[src/rtl/pong_arena.sv]
// Pong engine: command port, ball/paddle physics on FRAME_TICK, pixel colouring.
// result is combinational; VGA colour lags the pixel by one cycle; commands never stall.
module pong_arena #(
    parameter int         H_RES        = 640,
    parameter int         V_RES        = 480,
    parameter int         PAD_W        = 8,
    parameter int         PAD_H        = 60,
    parameter int         PAD1_X       = 20,
    parameter int         PAD2_X       = 620,
    parameter int         BALL_SZ      = 8,
    parameter int         BALL_SPD     = 2,
    parameter int         WIN_SCORE    = 7,
    parameter int         SERVE_FRAMES = 60,
    parameter logic [2:0] FG_RGB       = 3'b101,
    parameter logic [2:0] BG_RGB       = 3'b001
) (
    input  logic        CLK,
    input  logic        RST_BTN,
    input  logic        CLK_EN,
    input  logic [31:0] dataa,
    output logic [31:0] result,
    input  logic        FRAME_TICK,
    input  logic        ACTIVE,
    input  logic [9:0]  PIX_X,
    input  logic [9:0]  PIX_Y,
    output logic        VGA_R,
    output logic        VGA_G,
    output logic        VGA_B
);

    typedef enum logic [2:0] {
        S_IDLE  = 3'd0,
        S_SERVE = 3'd1,
        S_PLAY  = 3'd2,
        S_POINT = 3'd3,
        S_OVER  = 3'd4
    } state_t;

    localparam logic [9:0]  PAD_MAX = 10'(V_RES - PAD_H);
    localparam logic [9:0]  PAD_RST = 10'((V_RES - PAD_H) / 2);
    localparam logic [9:0]  BALL_X0 = 10'(H_RES / 2 - BALL_SZ / 2);
    localparam logic [9:0]  BALL_Y0 = 10'(V_RES / 2 - BALL_SZ / 2);
    localparam logic [9:0]  HIT1_X  = 10'(PAD1_X + PAD_W);
    localparam logic [9:0]  HIT2_X  = 10'(PAD2_X - BALL_SZ);
    localparam logic [9:0]  X_MAX   = 10'(H_RES - BALL_SZ);
    localparam logic [9:0]  Y_MAX   = 10'(V_RES - BALL_SZ);
    localparam logic [7:0]  WIN     = 8'(WIN_SCORE);
    localparam logic [15:0] FC_LAST = 16'(SERVE_FRAMES - 1);

    // Signed 12-bit copies so x-SPD near the left wall cannot wrap.
    localparam logic signed [11:0] SPD_S   = 12'(BALL_SPD);
    localparam logic signed [11:0] HIT1_S  = 12'(PAD1_X + PAD_W);
    localparam logic signed [11:0] HIT1_LO = 12'(PAD1_X + PAD_W - BALL_SPD - 1);
    localparam logic signed [11:0] HIT2_S  = 12'(PAD2_X - BALL_SZ);
    localparam logic signed [11:0] HIT2_HI = 12'(PAD2_X - BALL_SZ + BALL_SPD + 1);
    localparam logic signed [11:0] XMAX_S  = 12'(H_RES - BALL_SZ);
    localparam logic signed [11:0] YMAX_S  = 12'(V_RES - BALL_SZ);

    state_t      state;
    logic [7:0]  score1, score2;
    logic [9:0]  pad1_y, pad2_y;
    logic [9:0]  ball_x, ball_y;
    logic        ball_dx, ball_dy;
    logic        serve_dir;
    logic [15:0] frame_cnt;
    logic [2:0]  vga_rgb;

    function automatic logic rows_overlap(input logic [9:0] top, input logic [9:0] py);
        return ({1'b0, top} <= {1'b0, py} + 11'(PAD_H - 1)) &&
               ({1'b0, top} + 11'(BALL_SZ - 1) >= {1'b0, py});
    endfunction

    function automatic logic in_box(input logic [9:0] px, input logic [9:0] py,
                                    input logic [9:0] x0, input logic [9:0] y0,
                                    input logic [10:0] w, input logic [10:0] h);
        return ({1'b0, px} >= {1'b0, x0}) && ({1'b0, px} < {1'b0, x0} + w) &&
               ({1'b0, py} >= {1'b0, y0}) && ({1'b0, py} < {1'b0, y0} + h);
    endfunction

    function automatic logic [7:0] sat_inc(input logic [7:0] s);
        return (s == 8'hFF) ? s : s + 8'd1;
    endfunction

    logic [2:0] cmd_op;
    logic [9:0] cmd_arg, cmd_y;
    logic       cmd_p1, cmd_p2, cmd_start, cmd_clear;
    logic       unused_dataa;

    assign cmd_op       = dataa[31:29];
    assign cmd_arg      = dataa[9:0];
    assign cmd_y        = (cmd_arg > PAD_MAX) ? PAD_MAX : cmd_arg;
    assign cmd_p1       = CLK_EN && (cmd_op == 3'd0);
    assign cmd_p2       = CLK_EN && (cmd_op == 3'd1);
    assign cmd_start    = CLK_EN && (cmd_op == 3'd2);
    assign cmd_clear    = CLK_EN && (cmd_op == 3'd3);
    assign unused_dataa = ^dataa[28:10];

    logic signed [11:0] x_s, y_s, nx_s, ny_s;
    logic [9:0]         y_next;
    logic               dy_next, hit1, hit2, miss_l, miss_r;

    always_comb begin
        x_s  = $signed({2'b00, ball_x});
        y_s  = $signed({2'b00, ball_y});
        nx_s = ball_dx ? x_s + SPD_S : x_s - SPD_S;
        ny_s = ball_dy ? y_s + SPD_S : y_s - SPD_S;
        y_next  = ny_s[9:0];
        dy_next = ball_dy;
        if (ny_s <= 12'sd0) begin
            y_next  = '0;
            dy_next = 1'b1;
        end else if (ny_s >= YMAX_S) begin
            y_next  = Y_MAX;
            dy_next = 1'b0;
        end
        // Paddle tests use the ball rows and paddle y as they stand before this tick.
        hit1   = !ball_dx && (nx_s <= HIT1_S) && (x_s > HIT1_LO) && rows_overlap(ball_y, pad1_y);
        hit2   = ball_dx && (nx_s >= HIT2_S) && (x_s < HIT2_HI) && rows_overlap(ball_y, pad2_y);
        miss_l = (nx_s <= 12'sd0);
        miss_r = (nx_s >= XMAX_S);
    end

    logic       ball_vis, on_pad, on_ball;
    logic [2:0] pix_rgb;

    always_comb begin
        ball_vis = (state == S_SERVE) || (state == S_PLAY) || (state == S_POINT);
        on_pad   = in_box(PIX_X, PIX_Y, 10'(PAD1_X), pad1_y, 11'(PAD_W), 11'(PAD_H)) ||
                   in_box(PIX_X, PIX_Y, 10'(PAD2_X), pad2_y, 11'(PAD_W), 11'(PAD_H));
        on_ball  = in_box(PIX_X, PIX_Y, ball_x, ball_y, 11'(BALL_SZ), 11'(BALL_SZ));
        pix_rgb  = 3'b000;
        if (ACTIVE)
            pix_rgb = (on_pad || (ball_vis && on_ball)) ? FG_RGB : BG_RGB;
    end

    always_ff @(posedge CLK or negedge RST_BTN) begin
        if (!RST_BTN) begin
            state     <= S_IDLE;
            score1    <= '0;
            score2    <= '0;
            pad1_y    <= PAD_RST;
            pad2_y    <= PAD_RST;
            ball_x    <= BALL_X0;
            ball_y    <= BALL_Y0;
            ball_dx   <= 1'b1;
            ball_dy   <= 1'b1;
            serve_dir <= 1'b1;
            frame_cnt <= '0;
            vga_rgb   <= '0;
        end else begin
            case (state)
                S_IDLE, S_OVER: begin
                    if (cmd_start) begin
                        state     <= S_SERVE;
                        score1    <= '0;
                        score2    <= '0;
                        serve_dir <= 1'b1;
                        ball_x    <= BALL_X0;
                        ball_y    <= BALL_Y0;
                        ball_dx   <= 1'b1;
                        ball_dy   <= 1'b1;
                        frame_cnt <= '0;
                    end
                end
                S_SERVE: begin
                    if (FRAME_TICK) begin
                        if (frame_cnt == FC_LAST) begin
                            frame_cnt <= '0;
                            state     <= S_PLAY;
                        end else begin
                            frame_cnt <= frame_cnt + 16'd1;
                        end
                    end
                end
                S_PLAY: begin
                    if (FRAME_TICK) begin
                        ball_y  <= y_next;
                        ball_dy <= dy_next;
                        if (hit1) begin
                            ball_x  <= HIT1_X;
                            ball_dx <= 1'b1;
                        end else if (hit2) begin
                            ball_x  <= HIT2_X;
                            ball_dx <= 1'b0;
                        end else if (miss_l) begin
                            ball_x    <= '0;
                            score2    <= sat_inc(score2);
                            serve_dir <= 1'b0;
                            state     <= S_POINT;
                        end else if (miss_r) begin
                            ball_x    <= X_MAX;
                            score1    <= sat_inc(score1);
                            serve_dir <= 1'b1;
                            state     <= S_POINT;
                        end else begin
                            ball_x <= nx_s[9:0];
                        end
                    end
                end
                S_POINT: begin
                    if ((score1 == WIN) || (score2 == WIN)) begin
                        state <= S_OVER;
                    end else begin
                        state     <= S_SERVE;
                        ball_x    <= BALL_X0;
                        ball_y    <= BALL_Y0;
                        ball_dx   <= serve_dir;
                        ball_dy   <= 1'b1;
                        frame_cnt <= '0;
                    end
                end
                default: state <= S_IDLE;
            endcase
            if (cmd_clear) begin
                score1 <= '0;
                score2 <= '0;
            end
            if (cmd_p1) pad1_y <= cmd_y;
            if (cmd_p2) pad2_y <= cmd_y;
            vga_rgb <= pix_rgb;
        end
    end

    assign result = {13'd0, state, score2, score1};
    assign VGA_R  = vga_rgb[2];
    assign VGA_G  = vga_rgb[1];
    assign VGA_B  = vga_rgb[0];

endmodule

[config.mk]
export PLATFORM = sky130hd
export DESIGN_NAME = pong_arena
export DESIGN_NICKNAME = d
export VERILOG_FILES = /design/src/rtl/pong_arena.sv
export SDC_FILE = /design/constraint.sdc
export NUM_CORES = 1
export LEC_CHECK = 0
export CAP_MARGIN = 20
export CORE_ASPECT_RATIO = 1.5
export CORE_UTILIZATION = 45
export DETAILED_ROUTE_END_ITERATION = 6
export GPL_TIMING_DRIVEN = 0
export PLACE_DENSITY = 0.68
export SKIP_CTS_REPAIR_TIMING = 1
export SYNTH_ARGS = -nofsm -noshare
export SYNTH_HDL_FRONTEND = slang
export SYNTH_SLANG_ARGS = --single-unit
[constraint.sdc]
create_clock -name CLK -period 6.1 [get_ports CLK]
set_input_delay 1.22 -clock CLK [delete_from_list [all_inputs] [get_ports CLK]]
set_output_delay 1.22 -clock CLK [all_outputs]
set_load 0.005 [all_outputs]
# ---- Yosys cells after proc, flatten, opt, wreduce, memory -nomap -nowiden
# Cells that the tools add are included.
dict set report classes {
  addsub 14
  magnitude_cmp 25
  reduce_logical 43
  n_mux 67
  eq_ne 31
}
# operator n
set ops {}
lappend ops {{two-way mux 10 bit} 13}
lappend ops {{two-way mux 8 bit} 14}
lappend ops {{two-way mux 16 bit} 4}
lappend ops {{one-hot mux 10 bit (3 select lines)} 2}
lappend ops {{one-hot mux 16 bit (3 select lines)} 1}
lappend ops {{adder 10 x 6 -> 11 bit, second input constant} 4}
lappend ops {{less-than comparator 10 x 11 -> 1 bit} 4}
lappend ops {{>= comparator 10 bit} 4}
lappend ops {{inequality test 3 bit, second input constant} 12}
lappend ops {{two-way mux 3 bit} 11}
lappend ops {{one-hot mux 8 bit (2 select lines)} 2}
lappend ops {{>= comparator 12 x 11 -> 1 bit, second input constant} 2}
lappend ops {{<= comparator 12 x 1 -> 1 bit, second input constant} 2}
lappend ops {{two-way mux 12 bit} 2}
lappend ops {{adder 10 x 2 -> 11 bit, second input constant} 2}
lappend ops {{adder 10 x 4 -> 11 bit, second input constant} 2}
lappend ops {{>= comparator 11 x 10 -> 1 bit} 2}
lappend ops {{<= comparator 10 x 11 -> 1 bit} 2}
lappend ops {{logical AND 1 bit} 22}
lappend ops {{subtractor 10 x 2 -> 11 bit, second input constant} 2}
lappend ops {{less-than comparator 10 bit, second input constant} 2}
lappend ops {{adder 16 x 1 -> 16 bit, second input constant} 1}
lappend ops {{adder 8 x 1 -> 8 bit, second input constant} 2}
lappend ops {{== test 16 x 6 -> 1 bit, second input constant} 1}
lappend ops {{30 further kinds} 65}
dict set report word_totals {
  out_inout_bits 35
  in_bits 57
  register_bits 81
}

# ---- Depth between registers and ports, before layout
# Gate-level depths: netlist of the first run.
dict set report depth {
  word_depth 11
  depth_mapped 17
}

# ---- Worst setup path before layout of the first run
# No wires, ideal clock.
dict set report synth_path {
  kind {register -> register}
  startpoint {register ball_y[5]}
  endpoint {register score1[6]}
  setup_ns 0.078
  slack_ns 2.787
  t_arrival_ns 3.235
  path_stages_with_launch 15
  synth_period_minus_slack_ns 3.313
  required_ns 6.022
  cell_sequence {dfstp_2 > clkbuf_1 > nand3_1 > nor2_1 > xnor2_1 > ha_1 > a21o_1 > a211oi_1 > a31oi_1 > o221a_2 > o31ai_2 > a31oi_1 > buf_2 > or3_1 > a21oi_1}
}
dict set report synth_between {
  elab_chain_len 6
  word_cells_on_any_way 12
}
# item line_no
set synth_rtl {}
lappend synth_rtl {{start: declaration} 62} ;# logic [9:0] ball_x, ball_y;
lappend synth_rtl {{start signal: assignment} 177} ;# ball_y <= y_next;
lappend synth_rtl {{adder 10 x 3 -> 11 bit} 70} ;# ({1'b0, top} + 11'(BALL_SZ - 1) >= {1'b0, py});
lappend synth_rtl {{>= comparator 11 x 10 -> 1 bit} 70}
lappend synth_rtl {{logical AND 1 bit} 69} ;# return ({1'b0, top} <= {1'b0, py} + 11'(PAD_H - 1)) &&
lappend synth_rtl {{logical AND 1 bit (on tied branches)} {118, 117}}
lappend synth_rtl {{inequality test 3 bit (no line)} -}
lappend synth_rtl {{AND reduction 8 bit (no line) *} -}
lappend synth_rtl {{end signal: assignment} 192} ;# score1 <= sat_inc(score1);
lappend synth_rtl {{end: declaration} 60} ;# logic [7:0] score1, score2;
# Every way passes the cells marked *; elsewhere a longest branch is shown, timed or not.
# A chain may end at the register's enable or synchronous reset.

# ---- Worst setup path after layout of the first run
# Ends and elaborated chain as after synthesis.

==> results of run 1 <==
[critical path: stages, from the launching register on]
cell and delay (ns):
dfstp_2 0.57, clkbuf_1 0.36, nand3_1 0.31, or3_1 0.43
nor2_1 0.13, xnor2_1 0.23, ha_1 0.31, o21ai_0 0.07
a31oi_1 0.07, o221a_2 0.32, o31ai_2 0.16, a31oi_1 0.30
buf_2 0.26, or3_1 0.32, a21oi_1 0.14
[power by group]
part,switching (mW),internal [mW],total [mW]
Sequential,0.103,0.610,0.712
Combinational,0.907,0.649,1.56
Clock,0.221,0.399,0.620
Total,1.23,1.66,2.89
[through the flow]
stage / instance area (um2) / hold WS, ns
floorplan: 8140 / 0.452
global placement: 8960 / 0.476
detailed placement: 8990 / 0.489
CTS: 9330 / 0.498
global route: 9330 / 0.511
finish: 9330 / 0.494
[cells in the final DEF (no fill, tap or decap), drive strengths merged, types with 5 or more instances in the layout]
cell type,count
a2111oi,5
a31o,5
nor3,27
xnor2,56
o311ai,5
o21a,6
inv,52
dfrtp,57
clkdlybuf4s50,55
a211oi,5
buf,25
and3,12
nor4,12
nor2b,14
nand4,21
nor2,59
or4,13
o31ai,9
and2,7
ha,123
o21ai,99
or3,15
a21o,15
dfstp,21
a21oi,56
clkbuf,34
o22ai,8
nand3,37
a21boi,6
nand2b,18
a31oi,17
o211ai,6
nand2,86
conb,14
[routing by layer]
layer | global-route usage | up-vias | routed length, um
li1 | - | 3754 | -
met1 | 0.298 | 3651 | 9590
met2 | 0.461 | 176 | 11700
met3 | 0.0325 | 55 | 855
met4 | 0.112 | 0 | 868
met5 | 0 | - | 0
[final timing paths]
path                                start      endpoint  cells after the start
worst min register to register  pad1_y[1]     pad1_y[1]                      2
min in group asynchronous         RST_BTN  frame_cnt[1]                      1
worst max-delay path            ball_y[5]     score1[6]                     14
max in group asynchronous         RST_BTN     ball_y[7]                      2
worst min-delay path            pad1_y[1]     pad1_y[1]                      2
worst max register to register  ball_y[5]     score1[6]                     14
[state kept, by name, summed over array words and instances, names as in the netlist]
register and flops:
frame_cnt 16, pad1_y 10, pad2_y 10, ball_x 9, ball_y 9, score1 8
score2 8, state 3, vga_rgb 2, ball_dx 1, ball_dy 1, serve_dir 1
[kinds of logic after synthesis]
group	Yosys count
and+or+nand+nor	333
AOI/OAI and AO/OA	281
adders and majority gates	123
buffers and inverters	102
DFF	78
xor gates and xnor gates	60
muxes	4
other	1
[final cells by class]
type	instances	area, um2
multi-input combinational	815	5700
timing repair buffer	57	586
sequential	78	1980
fill	1630	8170
clock buffer	10	229
tap	213	267
clock inverter	6	110
inverter	55	206
buffer	47	249
==> results.md, run 1 <==
- Arrival time at the worst endpoint: 4.33 ns
- Initial Util: 0.462
- Setup_tns: 0 ns
- Crit path launch type: register
- Sequential area share after synthesis: 0.245
- Most frequent cells after synthesis: ha_1 (123), o21ai_0 (96), nand2_1 (84)
- CP Capture Type: register
- Leakage: 3.95 nW
- Clk sinks: 78
- Final period util: 0.666
- Initial DRC Count: 337
- Diodes inserted: 0
- Min cycle time layout: 4.06 ns
- Vias: 7636
- Synthesized area per cell: 8.23 um2
- Area growth from synthesis to layout: 15.3%
- Max-slew violations: 0
- Largest area contributor in the netlist: ha_1
- Root Buffer: clkbuf_16
- Final setup violation count: 0
- Max FO, Critical Path: 10
- Initial antenna violation count: 0
- Total placed cells including tap cells: 1265
- CTS tree: built
- Cells after Synth: 982
- Post-synthesis xor/xnor area fraction: 0.0650
- Nets: 1243
- IO Count: 92
- Area of the die: 18500 um2
- Yosys warning total: 0
- Place WS: 2.07 ns
- Fmax: 0.246 GHz
- GRT Total Usage: 0.255
- Unique masters post-synth: 82
- Routed wire length: 23.0 mm
- Worst rel slew slack: 0.533
- Htree depth: 3
- Core Footprint: 17500 um2
- Setup CP Type: reg2reg
- VDD IR max: 0.140 mV
- Hpwl dp: 18.1 mm
- DRC viols: 9
- Die Ht: 166 um
- Die W: 111 um
- Failing checks: design-rule violations
- Fin. Hold Viols: 0
- Share of the synthesized area in the top cell type: 0.190
- Worst-Margin Slew: 0.700 ns
- Grt ovf: 0
- FP Rows: 59
- FF+latch count, synth: 78
- Reg2reg setup slack: 2.04 ns
- # port buffers: 56
- Post-route insts no fill: 1281
- Post-synth EDFFs: 0
- Largest net degree at the start of global routing: 52
- Final worst slack: 2.04 ns
- Average wire per standard cell: 17.9 um
- Total power: 2.89 mW
- Status: finished, violations left
- Prevailing post-synth register cell: dfrtp_1
- DRT antenna net count: 0
- Vias in the first global route: 7383
- RSZ-0062 raised after global routing: no
- Post-Synth Simple-Gate Area: 0.211
- Clock slew at reported path FFs: 0.06 ns
- Post-Route Utilization: 0.533
- Clock latency on the worst-skew pair: 0.34 ns
- DR vias/cell: 5.96
- Cts bufs inserted: 9
- Count leader, synth: ha_1
- Share of cells above drive strength 1: 0.0833
- Clock Tree Buf Depth: 2
- Max Clock Skew: 0.00811 ns
- Max Cap Viol: 0
- Global-route wire length before repair: 37.7 mm
- Worst Hold Class: reg2reg
- GPL Wtd Cong: 0.954
- Synthesized cell area: 8090 um2
- 1st-pass router iterations: 7
- Area contributors post-synth: ha_1 (19%), dfrtp_1 (18%), dfstp_2 (6.8%), xnor2_1 (6.1%), o21ai_0 (5.9%)
- Largest family of logic cells by synthesized area: compound AO/OA/AOI/OAI gates
- Compound-Gate Fraction of Synth Area: 0.227
- Areal power density over the cells: 310 nW/um2
- Asr flop ratio synth: 1.00
- Adder-Cell Fraction of Synth Area: 0.190
- Mux contribution to synthesized area: 0.00495
- Required time worst endpoint: 6.36 ns
No activity file was read; power rests on OpenSTA's default activity.
==> run 2, diff against run 1 <==
==> constraint.sdc (replaced) <==
create_clock -name CLK -period 4 [get_ports CLK]
set_input_delay 0.8 -clock CLK [delete_from_list [all_inputs] [get_ports CLK]]
set_output_delay 0.8 -clock CLK [all_outputs]
set_load 0.005 [all_outputs]
==> results.md, run 2 (same netlist as run 1, synthesis figures left out) <==
- Status: finished, violations left
- Failing checks: design-rule violations
- Internal: 2.53 mW (+53%)
- GRT Total Usage: 0.255 (unchanged)
- Worst Path Buf+Inv: 1 (-1)
- Sw power: 1.88 mW (+53%)
- Commonest non-fill, non-tap cells in the layout: ha_1 (123), o21ai_0 (96), nand2_1 (84)
- Crit path largest cell delay: 0.58 ns (about the same)
- DRT met1 WL: 9.69 mm (+0.98%)
- Area growth from synthesis to layout: 15.6%
- Grt ovf: 0 (unchanged)
- Slowest stage cell, crit path: dfrtp_1
- CP Capture Type: register
- Final setup violation count: 0 (unchanged)
- Hpwl dp: 18.1 mm (unchanged)
- Total power: 4.42 mW (+53%)
- Diodes inserted: 0 (unchanged)
- Average wire per standard cell: 18.0 um (+0.16%)
- Fmax: 0.261 GHz (+5.9%)
- DRC viols: 3 (-6)
- Met2 routed WL: 11.7 mm (about the same)
- RSZ-0062 raised after global routing: no
- Comb power frac: 0.540 (about the same)
- Root Buffer: clkbuf_16
- Top routing layer in use: met4
- Crit path launch type: register
- Vias in the first global route: 7383 (unchanged)
- GPL Wtd Cong: 0.954 (unchanged)
- Vias: 7634 (-0.026%)
- Worst-Margin Slew: 0.711 ns (+0.0104 ns)
- Routed wire length: 23.0 mm (+0.16%)
- Clk sinks: 78 (unchanged)
- Clock latency on the worst-skew pair: 0.34 ns (about the same)
- DRT antenna net count: 0 (unchanged)
- CTS tree: built
- Required time worst endpoint: 4.26 ns (-2.10 ns)
- Commonest non-fill, non-tap cell in the layout: ha_1
- IO Count: 92 (unchanged)
- Final period util: 0.959 (+0.293)
- Sw Ratio: 0.426 (about the same)
- Seq pwr share: 0.246 (about the same)
- Initial DRC Count: 372 (+10%)
- Place WS: 0.0230 ns (-2.05 ns)
- Max Clock Skew: 0.00811 ns (+0.000000560 ns)
- Htree depth: 3 (unchanged)
- Clock Tree Buf Depth: 2 (unchanged)
- Arrival time at the worst endpoint: 4.10 ns (-0.23 ns)
- Setup_tns: 0 ns (unchanged)
- Family with the most delay on the worst path: simple AND/OR/NAND/NOR gates
- Setup CP Type: reg2reg
- Nets: 1243 (unchanged)
- Max reg flops: 16 (unchanged)
- Worst path cell trace: ha_1 -> nand3_1 -> or3_1 -> nor2_1 -> xnor2_1 -> ha_1 -> o21ai_0 -> a31oi_1 -> o221a_2 -> o31ai_2 -> a31oi_2 -> buf_2 -> or3_1 -> a21oi_1
- Leakage: 3.96 nW (+0.13%)
- Number of fill cells: 1633 (+0.18%)
- Post-Route Utilization: 0.534 (+0.00136)
- Cts bufs inserted: 9 (unchanged)
- Worst rel slew slack: 0.526 (-0.00691)
- Max-slew violations: 0 (unchanged)
- Top Registers: frame_cnt x16, pad1_y x10, pad2_y x10
- Max FO, Critical Path: 10 (unchanged)
- Core Footprint: 17500 um2 (unchanged)
- Area of the die: 18500 um2 (unchanged)
- WL met3: 811 um (-5.1%)
- Die W: 111 um (unchanged)
- Min cycle time layout: 3.84 ns (-0.225 ns)
- Largest net degree at the start of global routing: 52 (unchanged)
- Largest register by flop count: frame_cnt
- Initial Util: 0.462 (unchanged)
- VDD IR max: 0.214 mV (+53%)
- Max Cap Viol: 0 (unchanged)
- Clock power frac: 0.215 (about the same)
- Fin. Hold Viols: 0 (unchanged)
- Global-route wire length before repair: 37.7 mm (unchanged)
- Worst Hold Class: in2async
- DR vias/cell: 5.96 (about the same)
- Share of cells above drive strength 1: 0.0890 (+0.00562)
- 1st-pass router iterations: 7 (unchanged)
- Clock slew at reported path FFs: 0.07 ns (about the same)
- FP Rows: 59 (unchanged)
- # port buffers: 56 (unchanged)
- Initial antenna violation count: 0 (unchanged)
- Final worst slack: 0.162 ns (-1.87 ns)
- Areal power density over the cells: 472 nW/um2 (+52%)
- Die Ht: 166 um (unchanged)
run 2: cell types whose count changed in the layout (fill, tap and decap cells not counted), sizes merged:
cell and delta:
buf +2, clkbuf -2
run 2: through the flow:
stage,instances,instance area [um2],hold slack [ns]
global route,1281,9350,0.398
CTS,1281,9330,0.383
detailed placement,1265,8990,0.489
floorplan,995,8140,0.452
finish,1281,9350,0.371
global placement,1264,8960,0.476
run 2: final timing paths:
check,depth (start not counted),slack [ns],to,from
setup / recovery,14,0.16,score1[6],ball_y[4]
hold / removal,1,0.37,frame_cnt[1],RST_BTN
setup reg to reg,14,0.16,score1[6],ball_y[4]
hold reg to reg,2,0.49,pad1_y[1],pad1_y[1]
max in group asynchronous,2,2.97,ball_y[7],RST_BTN
min in group CLK,2,0.49,pad1_y[1],pad1_y[1]
run 2: final cells by class:
type	instances	area, um2	share of cell area
Multi-Input combinational cell	815	5720	0.611
Sequential cell	78	1980	0.212
Timing Repair Buffer	59	601	0.0642
Clock buffer	10	229	0.0245
Tap cell	213	267	0.0285
Inverter	55	206	0.0221
Clock inverter	6	110	0.0118
Buffer	45	241	0.0258
run 2: per-layer routing:
layer  global-route usage  up-vias
met5                    0        -
met4                0.112        0
met3               0.0325       54
met2                0.461      183
met1                0.298     3639
li1                     -     3758
run 2: worst register-to-register path, delay by kind of cell (launching register included):
| kind | cells | cell delay, ns |
|---|---|---|
| compound gates | 6 | 1.01 |
| xor+xnor | 1 | 0.23 |
| fa+ha+maj | 2 | 0.62 |
| buf+inv | 1 | 0.23 |
| simple gates | 4 | 1.10 |
| flops | 1 | 0.58 |
run 2: power by group through the flow:
stage	registers, mW	clock network [mW]	logic [mW]
2_1_floorplan	1.04	0	1.75
3_3_place_gp	1.09	0	2.31
3_5_place_dp	1.10	0	2.35
4_1_cts	1.08	0.958	2.37
5_1_grt	1.10	1.00	2.68
6_report	1.08	0.947	2.38
